===== src/rtl/collector_pkg.sv =====
// Shared types and helpers for the result_collector gather hub.
package collector_pkg;

    typedef enum logic [1:0] {
        RELEASE = 2'd0,
        COLLECT = 2'd1,
        DONE    = 2'd2
    } state_t;

    localparam int DEFAULT_DATA_W = 32;

    function automatic int addr_width(input int n);
        return (n <= 2) ? 1 : $clog2(n);
    endfunction

endpackage


===== src/rtl/result_collector_if.sv =====
// Parent/child-facing signal bundle of the result collector.
interface result_collector_if
    import collector_pkg::*;
#(
    parameter int NUM_CHILDREN = 5,
    parameter int DATA_W       = DEFAULT_DATA_W,
    parameter int ADDR_W       = addr_width(NUM_CHILDREN)
);
    logic [NUM_CHILDREN-1:0]        child_flag;
    logic [NUM_CHILDREN*DATA_W-1:0] child_val_1;
    logic [NUM_CHILDREN*DATA_W-1:0] child_val_2;
    logic [NUM_CHILDREN-1:0]        child_reset;
    logic                           round_clear;
    logic [ADDR_W-1:0]              rd_addr;
    logic [DATA_W-1:0]              rd_val_1;
    logic [DATA_W-1:0]              rd_val_2;
    logic [NUM_CHILDREN-1:0]        captured;
    logic                           all_done;
    logic [DATA_W-1:0]              min_val;
    logic [ADDR_W-1:0]              min_idx;
    logic [DATA_W-1:0]              min_val_2;

    modport master (
        output child_flag, child_val_1, child_val_2, round_clear, rd_addr,
        input  child_reset, rd_val_1, rd_val_2, captured, all_done,
               min_val, min_idx, min_val_2
    );

    modport slave (
        input  child_flag, child_val_1, child_val_2, round_clear, rd_addr,
        output child_reset, rd_val_1, rd_val_2, captured, all_done,
               min_val, min_idx, min_val_2
    );
endinterface


===== src/rtl/reset_stagger.sv =====
// Releases child resets one per cycle after a one-cycle arm delay, child 0 first.
module reset_stagger #(
    parameter int NUM_CHILDREN = 5
) (
    input  logic                    clk,
    input  logic                    rst_n,
    output logic [NUM_CHILDREN-1:0] child_reset,
    output logic                    release_done
);
    localparam logic [NUM_CHILDREN-1:0] LAST_ONLY = NUM_CHILDREN'(1) << (NUM_CHILDREN - 1);

    logic                    arm_reg;
    logic [NUM_CHILDREN-1:0] reset_reg;

    always_ff @(posedge clk or negedge rst_n) begin
        if (!rst_n) arm_reg <= 1'b0;
        else        arm_reg <= 1'b1;
    end

    // A zero enters at bit 0 and walks upward, so child i drops one cycle after child i-1.
    for (genvar gi = 0; gi < NUM_CHILDREN; gi++) begin : g_stage
        always_ff @(posedge clk or negedge rst_n) begin
            if (!rst_n) begin
                reset_reg[gi] <= 1'b1;
            end else if (arm_reg) begin
                if (gi == 0) reset_reg[gi] <= 1'b0;
                else         reset_reg[gi] <= reset_reg[(gi == 0) ? 0 : gi - 1];
            end
        end
    end

    assign child_reset  = reset_reg;
    assign release_done = arm_reg && (reset_reg == LAST_ONLY);
endmodule


===== src/rtl/result_collector.sv =====
// Round-based gather hub: staggered child release, first-edge capture, registered read port.
// Optional running minimum over captured val_1 is built when COLLECTOR_MIN_REDUCE_EN is defined.
module result_collector
    import collector_pkg::*;
#(
    parameter int NUM_CHILDREN = 5,
    parameter int DATA_W       = DEFAULT_DATA_W
) (
    input logic               clk,
    input logic               rst_n,
    result_collector_if.slave bus
);
    localparam int ADDR_W = addr_width(NUM_CHILDREN);

    state_t                  state_reg, state_next;
    logic [NUM_CHILDREN-1:0] flag_prev_reg;
    logic [NUM_CHILDREN-1:0] captured_reg, captured_next;
    logic [NUM_CHILDREN-1:0] rise, cap_en;
    logic [NUM_CHILDREN-1:0] child_reset;
    logic                    release_done;
    logic [DATA_W-1:0]       val_1_in [NUM_CHILDREN];
    logic [DATA_W-1:0]       val_2_in [NUM_CHILDREN];
    logic [DATA_W-1:0]       val_1_mem_reg [NUM_CHILDREN];
    logic [DATA_W-1:0]       val_2_mem_reg [NUM_CHILDREN];
    logic [DATA_W-1:0]       rd_val_1_reg, rd_val_1_next;
    logic [DATA_W-1:0]       rd_val_2_reg, rd_val_2_next;

    reset_stagger #(.NUM_CHILDREN(NUM_CHILDREN)) u_stagger (
        .clk          (clk),
        .rst_n        (rst_n),
        .child_reset  (child_reset),
        .release_done (release_done)
    );

    assign rise = bus.child_flag & ~flag_prev_reg;

    always_comb begin
        state_next    = state_reg;
        captured_next = captured_reg;
        cap_en        = '0;
        case (state_reg)
            RELEASE: if (release_done) state_next = COLLECT;
            COLLECT, DONE: begin
                // A clear opens a new round, and edges arriving with it belong to that round.
                if (bus.round_clear) begin
                    cap_en        = rise;
                    captured_next = rise;
                end else if (state_reg == COLLECT) begin
                    cap_en        = rise & ~captured_reg;
                    captured_next = captured_reg | cap_en;
                end
                if (bus.round_clear || state_reg == COLLECT)
                    state_next = (&captured_next) ? DONE : COLLECT;
            end
            default: state_next = RELEASE;
        endcase
    end

    always_ff @(posedge clk or negedge rst_n) begin
        if (!rst_n) begin
            state_reg     <= RELEASE;
            flag_prev_reg <= '0;
            captured_reg  <= '0;
            rd_val_1_reg  <= '0;
            rd_val_2_reg  <= '0;
        end else begin
            state_reg     <= state_next;
            flag_prev_reg <= bus.child_flag;
            captured_reg  <= captured_next;
            rd_val_1_reg  <= rd_val_1_next;
            rd_val_2_reg  <= rd_val_2_next;
        end
    end

    for (genvar gi = 0; gi < NUM_CHILDREN; gi++) begin : g_child
        assign val_1_in[gi] = bus.child_val_1[gi*DATA_W +: DATA_W];
        assign val_2_in[gi] = bus.child_val_2[gi*DATA_W +: DATA_W];

        always_ff @(posedge clk or negedge rst_n) begin
            if (!rst_n) begin
                val_1_mem_reg[gi] <= '0;
                val_2_mem_reg[gi] <= '0;
            end else if (cap_en[gi]) begin
                val_1_mem_reg[gi] <= val_1_in[gi];
                val_2_mem_reg[gi] <= val_2_in[gi];
            end
        end
    end

    // Bypass the incoming pair so a same-edge capture is visible on the read port.
    always_comb begin
        rd_val_1_next = '0;
        rd_val_2_next = '0;
        if (32'(bus.rd_addr) < NUM_CHILDREN) begin
            if (cap_en[bus.rd_addr]) begin
                rd_val_1_next = val_1_in[bus.rd_addr];
                rd_val_2_next = val_2_in[bus.rd_addr];
            end else begin
                rd_val_1_next = val_1_mem_reg[bus.rd_addr];
                rd_val_2_next = val_2_mem_reg[bus.rd_addr];
            end
        end
    end

    assign bus.child_reset = child_reset;
    assign bus.captured    = captured_reg;
    assign bus.all_done    = (state_reg == DONE);
    assign bus.rd_val_1    = rd_val_1_reg;
    assign bus.rd_val_2    = rd_val_2_reg;

`ifdef COLLECTOR_MIN_REDUCE_EN
    logic [DATA_W-1:0] min_val_reg, min_val_next;
    logic [ADDR_W-1:0] min_idx_reg, min_idx_next;
    logic [DATA_W-1:0] min_val_2_reg, min_val_2_next;
    logic              min_valid_reg, min_valid_next;

    // Scan in index order; equal values only displace a higher-indexed holder.
    always_comb begin
        min_val_next   = min_val_reg;
        min_idx_next   = min_idx_reg;
        min_val_2_next = min_val_2_reg;
        min_valid_next = min_valid_reg;
        if (bus.round_clear && state_reg != RELEASE) begin
            min_val_next   = '1;
            min_idx_next   = '0;
            min_val_2_next = '0;
            min_valid_next = 1'b0;
        end
        for (int i = 0; i < NUM_CHILDREN; i++) begin
            if (cap_en[i] && (!min_valid_next || val_1_in[i] < min_val_next ||
                              (val_1_in[i] == min_val_next && ADDR_W'(i) < min_idx_next))) begin
                min_val_next   = val_1_in[i];
                min_idx_next   = ADDR_W'(i);
                min_val_2_next = val_2_in[i];
                min_valid_next = 1'b1;
            end
        end
    end

    always_ff @(posedge clk or negedge rst_n) begin
        if (!rst_n) begin
            min_val_reg   <= '1;
            min_idx_reg   <= '0;
            min_val_2_reg <= '0;
            min_valid_reg <= 1'b0;
        end else begin
            min_val_reg   <= min_val_next;
            min_idx_reg   <= min_idx_next;
            min_val_2_reg <= min_val_2_next;
            min_valid_reg <= min_valid_next;
        end
    end

    assign bus.min_val   = min_val_reg;
    assign bus.min_idx   = min_idx_reg;
    assign bus.min_val_2 = min_val_2_reg;
`else
    assign bus.min_val   = '0;
    assign bus.min_idx   = '0;
    assign bus.min_val_2 = '0;
`endif
endmodule


===== src/flat_wrapper.sv =====
// flat-port wrapper written by rule: the top's interface ports become plain ports
module result_collector_flat import collector_pkg::*;
#(
    parameter int NUM_CHILDREN = 5,
    parameter int DATA_W       = DEFAULT_DATA_W
)
  (clk, rst_n, bus_child_flag, bus_child_val_1, bus_child_val_2, bus_round_clear, bus_rd_addr, bus_child_reset, bus_rd_val_1, bus_rd_val_2, bus_captured, bus_all_done, bus_min_val, bus_min_idx, bus_min_val_2);
  result_collector_if #(.NUM_CHILDREN(NUM_CHILDREN), .DATA_W(DATA_W)) bus_i ();
  input logic clk;
  input logic rst_n;
  input wire logic [$bits(bus_i.child_flag)-1:0] bus_child_flag;
  input wire logic [$bits(bus_i.child_val_1)-1:0] bus_child_val_1;
  input wire logic [$bits(bus_i.child_val_2)-1:0] bus_child_val_2;
  input wire logic [$bits(bus_i.round_clear)-1:0] bus_round_clear;
  input wire logic [$bits(bus_i.rd_addr)-1:0] bus_rd_addr;
  output wire logic [$bits(bus_i.child_reset)-1:0] bus_child_reset;
  output wire logic [$bits(bus_i.rd_val_1)-1:0] bus_rd_val_1;
  output wire logic [$bits(bus_i.rd_val_2)-1:0] bus_rd_val_2;
  output wire logic [$bits(bus_i.captured)-1:0] bus_captured;
  output wire logic [$bits(bus_i.all_done)-1:0] bus_all_done;
  output wire logic [$bits(bus_i.min_val)-1:0] bus_min_val;
  output wire logic [$bits(bus_i.min_idx)-1:0] bus_min_idx;
  output wire logic [$bits(bus_i.min_val_2)-1:0] bus_min_val_2;
  assign bus_i.child_flag = bus_child_flag;
  assign bus_i.child_val_1 = bus_child_val_1;
  assign bus_i.child_val_2 = bus_child_val_2;
  assign bus_i.round_clear = bus_round_clear;
  assign bus_i.rd_addr = bus_rd_addr;
  assign bus_child_reset = bus_i.child_reset;
  assign bus_rd_val_1 = bus_i.rd_val_1;
  assign bus_rd_val_2 = bus_i.rd_val_2;
  assign bus_captured = bus_i.captured;
  assign bus_all_done = bus_i.all_done;
  assign bus_min_val = bus_i.min_val;
  assign bus_min_idx = bus_i.min_idx;
  assign bus_min_val_2 = bus_i.min_val_2;
  result_collector #(.NUM_CHILDREN(NUM_CHILDREN), .DATA_W(DATA_W)) u_core (.clk(clk), .rst_n(rst_n), .bus(bus_i));
endmodule

===== config.mk =====
export PLATFORM = sky130hd
export DESIGN_NAME = result_collector_flat
export DESIGN_NICKNAME = d
export VERILOG_FILES = /design/src/rtl/collector_pkg.sv /design/src/rtl/result_collector_if.sv /design/src/rtl/reset_stagger.sv /design/src/rtl/result_collector.sv /design/src/flat_wrapper.sv
export SDC_FILE = /design/constraint.sdc
export NUM_CORES = 1
export LEC_CHECK = 0
export ABC_AREA = 1
export CORE_MARGIN = 3
export CORE_UTILIZATION = 35
export DETAILED_ROUTE_END_ITERATION = 8
export GPL_TIMING_DRIVEN = 0
export PLACE_DENSITY_LB_ADDON = 0.3
export SYNTH_ARGS = -nofsm -noshare
export SYNTH_HDL_FRONTEND = slang
export SYNTH_HIERARCHICAL = 1
export SYNTH_SLANG_ARGS = --single-unit

===== constraint.sdc =====
create_clock -name clk -period 5.19 [get_ports clk]
set_clock_uncertainty 0.2 [all_clocks]
set_input_delay 0.519 -clock clk [delete_from_list [all_inputs] [get_ports clk]]
set_output_delay 0.519 -clock clk [all_outputs]
set_load 0.1 [all_outputs]

Word level (Yosys, flattened, before mapping)
Cells that the tools add are included.
{ "word_totals": {"input_bits": 331, "word_cells": 69, "reg_bits": 402, "output_inout_bits": 142} }
{ "op_classes": {"n_lt_le_gt_ge": 3, "muxes": 28, "n_reduce_logical": 6, "n_bitwise": 6, "eq_ne": 5} }
{ "ops": {"columns": ["op", "count"], "rows": [
  ["binary-select mux 32 bit (select 3 bit)", 4],
  ["2-to-1 mux 32 bit", 12],
  ["2-to-1 mux 5 bit", 6],
  ["bitwise AND 5 bit", 2],
  ["inverter 5 bit", 2],
  ["2-to-1 mux 2 bit", 3],
  ["equality test 5 bit, second input constant", 1],
  ["OR 5 bit", 1],
  ["AND reduction 5 bit", 1],
  [">= comparator 4 bit, second input constant", 1],
  ["less-than comparator 3 x 4 -> 1 bit, second input constant", 1],
  ["inequality test 2 x 1 -> 1 bit, second input constant", 2],
  ["inverter 3 -> 4 bit", 1],
  ["case mux 2 bit (2 select lines)", 1],
  ["binary-select mux 1 bit (select 3 bit)", 1],
  ["less-than comparator 3 bit, second input constant", 1],
  ["equality test 2 x 1 -> 1 bit, second input constant", 1],
  ["equality test 2 bit, second input constant", 1],
  ["zero test 2 bit", 1],
  ["AND reduction 2 bit", 1],
  ["OR reduction 2 bit", 1],
  ["logical AND 1 bit", 1],
  ["logical OR 1 bit", 1],
  ["2-to-1 mux 1 bit", 1]
]} }

Logic depth before layout (Yosys ltp)
Gate-level depths: netlist of run 1.
{ "depth": {"ltp_word": 11, "ltp_mapped": 15, "depth_no_buf": 13} }

By module
The synthesis of run 1 kept the hierarchy.
{ "modules_own_cells": {"columns": ["mod", "instances", "seq_area_each_um2", "area_each_um2", "cells_each"], "rows": [
  ["result_collector", 1, 9909.5, 21057.7, 2705],
  ["reset_stagger", 1, 156.4, 252.7, 25]
]} }

Least setup slack after synthesis of run 1
No wires, ideal clock.
{ "synth_path": {"path_type": "register to register", "start": "register u_core.captured_reg[1], in the netlist u_core/bus.captured[1]", "end": "register u_core.rd_val_1_reg[0], in the netlist u_core/bus.rd_val_1[0]", "path_slack_ps": 2804, "arrival_time_ps": 2073, "path_buffers": 1, "path_stages_with_launch": 11, "t_required_ps": 4877, "period_less_slack_ps": 2386, "cell_sequence": "dfrtp_1 -> inv_1 -> o21ai_1 -> nor2_4 -> nor2_1 -> nor2_2 -> nand2_2 -> clkbuf_1 -> nand3_1 -> nand2_1 -> inv_1"} }
{ "synth_via": {"elab_chain_len": 9} }
{ "synth_lines": {"columns": ["item", "line_no", "text"], "rows": [
  ["from (decl)", "result_collector.sv:17", "logic [NUM_CHILDREN-1:0] captured_reg, captured_next;"],
  ["from (signal assigned)", "result_collector.sv:69", "captured_reg <= captured_next;"],
  ["inverter 5 bit", "result_collector.sv:49", "cap_en = rise & ~captured_reg;"],
  ["bitwise AND 5 bit", "result_collector.sv:49", null],
  ["2-to-1 mux 5 bit", "result_collector.sv:48", "end else if (state_reg == COLLECT) begin"],
  ["2-to-1 mux 5 bit", "result_collector.sv:45", "if (bus.round_clear) begin"],
  ["2-to-1 mux 5 bit", "result_collector.sv:41", "case (state_reg)"],
  ["binary-select mux 1 bit (select 3 bit)", "result_collector.sv:95", "if (cap_en[bus.rd_addr]) begin"],
  ["2-to-1 mux 1 bit (not written as such)", "result_collector.sv:95", null],
  ["2-to-1 mux 32 bit", "result_collector.sv:95", null],
  ["2-to-1 mux 32 bit", "result_collector.sv:94", "if (32'(bus.rd_addr) < NUM_CHILDREN) begin"],
  ["via u_core.rd_val_1_next[0]", "result_collector.sv:25", "logic [DATA_W-1:0] rd_val_1_reg, rd_val_1_next;"],
  ["to (signal assigned)", "result_collector.sv:70", "rd_val_1_reg <= rd_val_1_next;"],
  ["to (decl)", "result_collector.sv:25", null]
]} }
The timed path passes the listed nets, and every way through them passes these cells. The select of a mux whose other input is x is not followed.
A chain may end at the register's enable or synchronous reset.

Final worst setup path of run 1
{ "layout_path": {"start": "register u_core.state_reg[0]", "end": "register u_core.rd_val_1_reg[1], in the netlist u_core/bus.rd_val_1[1]"} }
{ "layout_via": {"elab_chain_len": 8} }
{ "layout_lines": {"columns": ["item", "line_no", "text"], "rows": [
  ["from (decl)", "result_collector.sv:15", "state_t state_reg, state_next;"],
  ["from (signal assigned)", "result_collector.sv:67", "state_reg <= state_next;"],
  ["equality test 2 x 1 -> 1 bit", "result_collector.sv:41, result_collector.sv:48", null],
  ["2-to-1 mux 5 bit", "result_collector.sv:48", null],
  ["2-to-1 mux 5 bit", "result_collector.sv:45", null],
  ["2-to-1 mux 5 bit (*)", "result_collector.sv:41", null],
  ["binary-select mux 1 bit (select 3 bit) (*)", "result_collector.sv:95", null],
  ["2-to-1 mux 1 bit (not written as such) (*)", "result_collector.sv:95", null],
  ["2-to-1 mux 32 bit (*)", "result_collector.sv:95", null],
  ["2-to-1 mux 32 bit (*)", "result_collector.sv:94", null],
  ["via u_core.rd_val_1_next[1]", "result_collector.sv:25", null]
]} }
Mark *: on every way through the listed nets, which the timed path passes. The rest lies on a longest branch. The select of a mux whose other input is x is not followed.

==> reports/metrics.yaml, run 1 <==
synth:
  synth_cells: 2730
  yosysWarnings: 6
  ys_ff_latch: 402
  synth_area_leaders: "dfrtp_1 47%, nand2_1 14%, inv_1 6.6%, mux2_1 5.4%, nand3_1 5.2%"
  synth_ff_type: "dfrtp_1"
  async_flop_share_pct: 100.0
  netlist_area_um2: 21310
  yosysMostFrequentCell: "nand2_1"
  netlist.area_leader.share_pct: 46.62
  synth_edf_count: 0
  synth_cell_types: 35
  yosys.area.top_type: "dfrtp_1"
  syn_avg_cell_area_um2: 7.806
  synthTopCellsByCount: "780 x nand2_1, 397 x dfrtp_1, 375 x inv_1"
  yosysSeqAreaShare_pct: 47.23
finish:
  drive_gt1_share_pct: 7.660
  design_area_um2: 28310
  nFillCells: 5947
  multi_input_area_um2: 8745
  regArea_um2: 10070
  nets: 3589
  fin_util_pct: 47.52
  area_growth_pct: 32.85
detailed_routing:
  drt_iter0_markers: 2556
  wl_per_cell_um: 25.30
  routed_via_density: 5.305
  drc_errors: 0
  final_antenna_net_count: 0
  first_pass_iters: 6
  wl_mm: 103.3
  via_count: 21662
critical_path:
  reg2reg_to: "u_core/bus.rd_val_1[1]$_DFF_PN0_"
  critical_path_buf_inv_count: 5
  max_stage_delay_ps: 410
  reg2reg_slack_ps: 1980
  startpoint_type: "register"
  crit_start: "u_core/state_reg[0]$_DFFE_PN0P_"
  crit_type: "reg -> reg"
  worstSetupEndpoint: "u_core/bus.rd_val_1[1]$_DFF_PN0_"
  cp_top_family: "simple AND/OR/NAND/NOR gates"
  critPathSlowestCell: "dfrtp_1"
  reg2regPathDepth: 13
  path_max_fanout: 10
  critPathArrivalTime_ps: 3480
  endpoint_kind: "register"
  rr_startpoint: "u_core/state_reg[0]$_DFFE_PN0P_"
  crit_required_ps: 5460
  cp.depth: 13
  worstPathCellList: "inv_1 -> ha_1 -> inv_2 -> a21oi_1 -> nand3_1 -> nand3_1 -> nand2_2 -> nand2_2 -> buf_6 -> buf_8 -> nand2_1 -> nand2_1 -> inv_1"
grt:
  overflow: 0
  grt_use_total_pct: 31.53
  antenna_found_initial: 34
  grt_pass1_wl_mm: 143.7
  grt_max_degree: 112
  grt_pass1_vias: 20836
cts:
  cts_tree: "built"
  htreeDepth: 2
  cts.sinks: 402
  cts.path.max_buffers: 3
  cts-buffers-inserted: 48
  clkTransAtPathRegs_ps: 60
  clk-insertion-delay-late_ps: 600
  ctsResizeCount: 0
  root_buffer: "clkbuf_16"
flow_run:
  cap_violations: 0
die:
  die_y_um: 252.8
  die_area_um2: 63880
  coreArea_um2: 59580
  core.rowCount: 89
  die_x_um: 252.8
  initial_utilization_pct: 35.77
  boundaryPins: 473
sta:
  worst_slew_pin_slew_ps: 1359
  tns_ps: 0
  relSlewSlack_pct: 9.427
  slew_violations: 0
  hold_slack_ps: 203.3
  fmax_mhz: 311.7
  final-setup-viol-count: 0
  fin_crit_sh_pct: 61.81
  hold_violations: 0
  rsz0062_at_grt: "no"
  fin_crit_ps: 3208
placement:
  port_buffers: 404
  postPlaceCellArea_um2: 26660
  hpwlAfterDp_mm: 73.55
  gp_routability_congestion: 0.9251
power_and_ir_drop:
  power_mw: 13.82
  irDropWorstVdd_v: 0.0004604
  p_leak_nw: 13.69
  powerDensity_nw_per_um2: 488.0
min_path:
  hp-class: "in -> reg"
run_status:
  status: "completed"
through the flow:
stage,instances,setup WS (ps)
floorplan,2796,2804
CTS,4063,2038
global placement,3973,-15360
finish,4083,1982
global route,4075,1884
detailed placement,3976,1635
area by class of cell:
cell class	count	share of cell area [%]
Tap cell	773	3.416
Clock inverter	11	0.4950
Sequential cell	402	35.55
Timing Repair Buffer	408	14.63
Clock buffer	75	5.135
Multi-Input combinational cell	1770	30.89
Antenna cell	20	0.1768
Buffer	244	4.667
Inverter	380	5.038
cells by family after synthesis:
family | Yosys count | synth area share (%)
AOI/OAI and AO/OA | 450 | 11.64
muxes | 127 | 6.711
other | 2 | 0.03524
buffers and inverters | 624 | 12.89
adders and majority gates | 4 | 0.2349
and+or+nand+nor | 1121 | 21.25
DFF | 402 | 47.23
repair_timing:
item	4_1_cts	5_1_grt
setup endpoints to repair	0	0
setup buffers	0	0
hold buffers	1	0
hold endpoints to repair	78	0
worst min-delay path by stage:
| stage | startpoint | end | slack (ps) | cells past startpoint |
|---|---|---|---|---|
| after floorplan | rst_n | u_core/bus.captured[0]$_DFFE_PN0N_ | 20 | 0 |
| after global placement | u_core/u_stagger/child_reset[0]$_DFFE_PN1P_ | u_core/u_stagger/child_reset[0]$_DFFE_PN1P_ | 250 | 2 |
| after detailed placement | u_core/u_stagger/child_reset[0]$_DFFE_PN1P_ | u_core/u_stagger/child_reset[0]$_DFFE_PN1P_ | 250 | 2 |
| after CTS | bus_child_flag[4] | u_core/flag_prev_reg[4]$_DFF_PN0_ | 170 | 1 |
| after global routing | bus_child_flag[1] | u_core/flag_prev_reg[1]$_DFF_PN0_ | 200 | 1 |
| final | bus_child_flag[4] | u_core/flag_prev_reg[4]$_DFF_PN0_ | 200 | 1 |
layer usage:
layer | share of wire [%] | GRT usage (%) | vias to the layer above | routed length, um
met3 | 13 | 11.27 | 372 | 13490
met2 | 44 | 49.04 | 1490 | 45810
met4 | 5.9 | 17.52 | 32 | 6066
li1 | - | - | 9600 | -
met1 | 37 | 38.13 | 10168 | 37750
met5 | 0.19 | 0 | - | 195
report_power, final:
part	internal [mW]	total [mW]	switching (mW)	leakage [nW]
clock network	2.06	3.48	1.42	0.784
logic	1.66	5.23	3.56	8.01
registers	4.53	5.11	0.582	4.89
placed cells by master (no fill, tap or decap), types with 3 or more instances in the layout:
| cell type | instances |
|---|---|
| mux2_1 | 102 |
| buf_8 | 6 |
| buf_4 | 72 |
| clkinv_2 | 5 |
| o21ai_0 | 198 |
| bufinv_16 | 3 |
| nand2_1 | 780 |
| buf_16 | 3 |
| clkbuf_1 | 96 |
| buf_2 | 51 |
| a22oi_1 | 4 |
| inv_1 | 375 |
| mux2_2 | 25 |
| buf_1 | 31 |
| clkdlybuf4s50_1 | 403 |
| ha_1 | 4 |
| dfstp_2 | 5 |
| a21oi_1 | 103 |
| a32oi_1 | 34 |
| nand3_1 | 220 |
| a31oi_1 | 63 |
| o21ai_1 | 43 |
| diode_2 | 20 |
| nor2_1 | 109 |
| clkbuf_8 | 13 |
| nand2_2 | 5 |
| dfrtp_1 | 397 |
| clkbuf_16 | 49 |
| conb_1 | 68 |
| inv_2 | 4 |
(Power assumes the default switching activity.)
==> run 2, diff against run 1 <==
==> constraint.sdc (replaced) <==
create_clock -name clk -period 3.2 [get_ports clk]
set_clock_uncertainty 0.2 [all_clocks]
set_input_delay 0.32 -clock clk [delete_from_list [all_inputs] [get_ports clk]]
set_output_delay 0.32 -clock clk [all_outputs]
set_load 0.1 [all_outputs]
==> run 2 against run 1 <==
  * Clock power is 62% higher
  * Power is 62% higher
  * Setup slack worse by 2000 ps
  * Wire length is 0.18% higher
  * Combinational power is 62% higher
  * Worst hold slack worse by 180 ps
  * Largest power group unchanged
  * Highest routed layer unchanged
==> reports/metrics.yaml, run 2 (synthesis gave the netlist of run 1 again) <==
min_path:
  hold_start: "bus_child_flag[2]"
  hp-class: "in -> reg"
  hold_path_end: "u_core/flag_prev_reg[2]$_DFF_PN0_"
  min_delay_path_depth: 1  # unchanged
finish:
  final_cell_mix: "780 x nand2_1, 403 x clkdlybuf4s50_1, 397 x dfrtp_1"
  nets: 3592  # +0.084%
  design_area_um2: 28350  # +0.13%
  mostFrequentLayoutCell: "nand2_1"
  drive_gt1_share_pct: 7.774  # +0.11 points
  area_growth_pct: 33.03
detailed_routing:
  drt_iter0_markers: 2614  # +2.3%
  drc_errors: 0  # unchanged
  first_pass_iters: 6  # unchanged
  final_antenna_net_count: 0  # unchanged
  wl_per_cell_um: 25.33  # +0.11%
  via_count: 21679  # +0.078%
  wl_mm: 103.5  # +0.18%
  routed_via_density: 5.306  # about the same
critical_path:
  startpoint_type: "register"
  reg2reg_to: "u_core/bus.rd_val_1[1]$_DFF_PN0_"
  crit_type: "reg -> reg"
  reg2reg_slack_ps: 20  # -1960 ps
  rr_startpoint: "u_core/state_reg[0]$_DFFE_PN0P_"
  reg2regPathDepth: 12  # -1
  crit_required_ps: 3470  # -1990 ps
  endpoint_kind: "register"
  critPathArrivalTime_ps: 3450  # -30 ps
  path_max_fanout: 10  # unchanged
sta:
  slew_violations: 0  # unchanged
  fin_crit_ps: 3178  # -30.48 ps
  worst_slew_pin_slew_ps: 1392  # +33.36 ps
  rsz0062_at_grt: "yes"
  final-setup-viol-count: 0  # unchanged
  hold_slack_ps: 26.00  # -177.3 ps
  fin_crit_sh_pct: 99.30  # +37 points
  hold_violations: 0  # unchanged
  fin_ws_ps: 22.41  # -1960 ps
  fmax_mhz: 314.7  # +0.96%
  relSlewSlack_pct: 7.203  # -2.2 points
die:
  die_x_um: 252.8  # unchanged
  initial_utilization_pct: 35.77  # unchanged
  die_area_um2: 63880  # unchanged
  coreArea_um2: 59580  # unchanged
  boundaryPins: 473  # unchanged
  core.rowCount: 89  # unchanged
  die_y_um: 252.8  # unchanged
grt:
  overflow: 0  # unchanged
  grt_pass1_vias: 20856  # +0.096%
  antenna_found_initial: 34  # unchanged
  grt_pass1_wl_mm: 143.9  # +0.11%
  grt_use_total_pct: 31.57  # +0.038 points
  grt_max_degree: 112  # unchanged
cts:
  cts.path.max_buffers: 3  # unchanged
  clk-insertion-delay-late_ps: 600  # about the same
  post_cts_buffers: 0  # unchanged
  clkTransAtPathRegs_ps: 60  # about the same
  cts.sinks: 402  # unchanged
  root_buffer: "clkbuf_16"
  htreeDepth: 2  # unchanged
  cts_tree: "built"
  cts-buffers-inserted: 48  # unchanged
run_status:
  status: "completed"
power_and_ir_drop:
  irDropWorstVdd_v: 0.0007485  # +63%
  p_leak_nw: 13.71  # +0.16%
  powerDensity_nw_per_um2: 790.5  # +62%
placement:
  port_buffers: 404  # unchanged
  gp_routability_congestion: 0.9251  # unchanged
  postPlaceCellArea_um2: 26660  # unchanged
  hpwlAfterDp_mm: 73.55  # unchanged
  preCtsSetupSlack_ps: -155.7  # -1791 ps
flow_run:
  cap_violations: 0  # unchanged
## run 2: changes by cell type in the layout (fill, tap and decap cells not counted)
cell           previous run  this run
a21oi_2                   1         2
clkbuf_2                  0         3
a21oi_1                 103       102
clkbuf_1                 96        93
dlygate4sd3_1             1         4
## run 2: worst max-delay path, cell delays in order, from the launching register on
cell	delay (ps)
dfrtp_1	410
inv_1	80
ha_1	420
inv_2	130
a21oi_1	190
and2_1	340
nand2_2	320
nand2_2	230
buf_6	240
buf_8	220
nand2_1	70
nand2_1	130
inv_1	60
## run 2: cell type report
class	count	area [um2]
clock inverter	11	140.1
buffer	244	1325
multi-input combinational	1770	8748
fill	5951	31230
sequential	402	10070
inverter	380	1426
timing repair buffer	411	4172
antenna	20	50.05
tap	773	967.2
clock buffer	75	1454
## run 2: worst max path at each step
stage / cells past startpoint / endpoint / start
final: 12 / u_core/bus.rd_val_1[1]$_DFF_PN0_ / u_core/state_reg[0]$_DFFE_PN0P_
after detailed placement: 11 / u_core/bus.rd_val_2[28]$_DFF_PN0_ / bus_rd_addr[0]
after global routing: 12 / u_core/bus.rd_val_1[1]$_DFF_PN0_ / u_core/state_reg[1]$_DFFE_PN0P_
after global placement: 1 / u_core/bus.rd_val_2[4]$_DFF_PN0_ / rst_n
after floorplan: 10 / u_core/bus.rd_val_1[0]$_DFF_PN0_ / u_core/bus.captured[1]$_DFFE_PN0N_
after CTS: 10 / u_core/val_1_mem_reg[136]$_DFFE_PN0N_ / u_core/state_reg[0]$_DFFE_PN0P_
## run 2: power breakdown
group	internal (mW)	total (mW)	switching, mW
logic	2.70	8.48	5.78
clock network	3.35	5.64	2.30
registers	7.34	8.28	0.944
total	13.4	22.4	9.02
## run 2: metal layers
layer / up-vias / share of wire (%) / GRT usage (%)
met3: 370 / 13 / 11.33
met1: 10167 / 37 / 38.12
met2: 1499 / 44 / 49.21
li1: 9611 / - / -
met4: 32 / 5.9 / 17.35
met5: - / 0.19 / 0
## run 2: stage by stage
| stage | setup TNS (ps) | instances | util (%) | total power, mW |
|---|---|---|---|---|
| 2_1_floorplan | 0 | 2796 | - | 13.91 |
| 3_3_place_gp | -6839490 | 3973 | 44.60 | 16.49 |
| 3_5_place_dp | -1431 | 3976 | 44.74 | 16.64 |
| 4_1_cts | 0 | 4066 | 47.49 | 22.31 |
| 5_1_grt | -138.6 | 4078 | 47.55 | 23.54 |
| 6_report | 0 | 4086 | 47.58 | 22.41 |
## run 2: timing repair
| action | in CTS | in global routing |
|---|---|---|
| endpoints found under the setup margin | 0 | 37 |
| endpoints found under the hold margin | 86 | 0 |
| hold buffers | 4 | 0 |
| resized for setup | 0 | 7 |
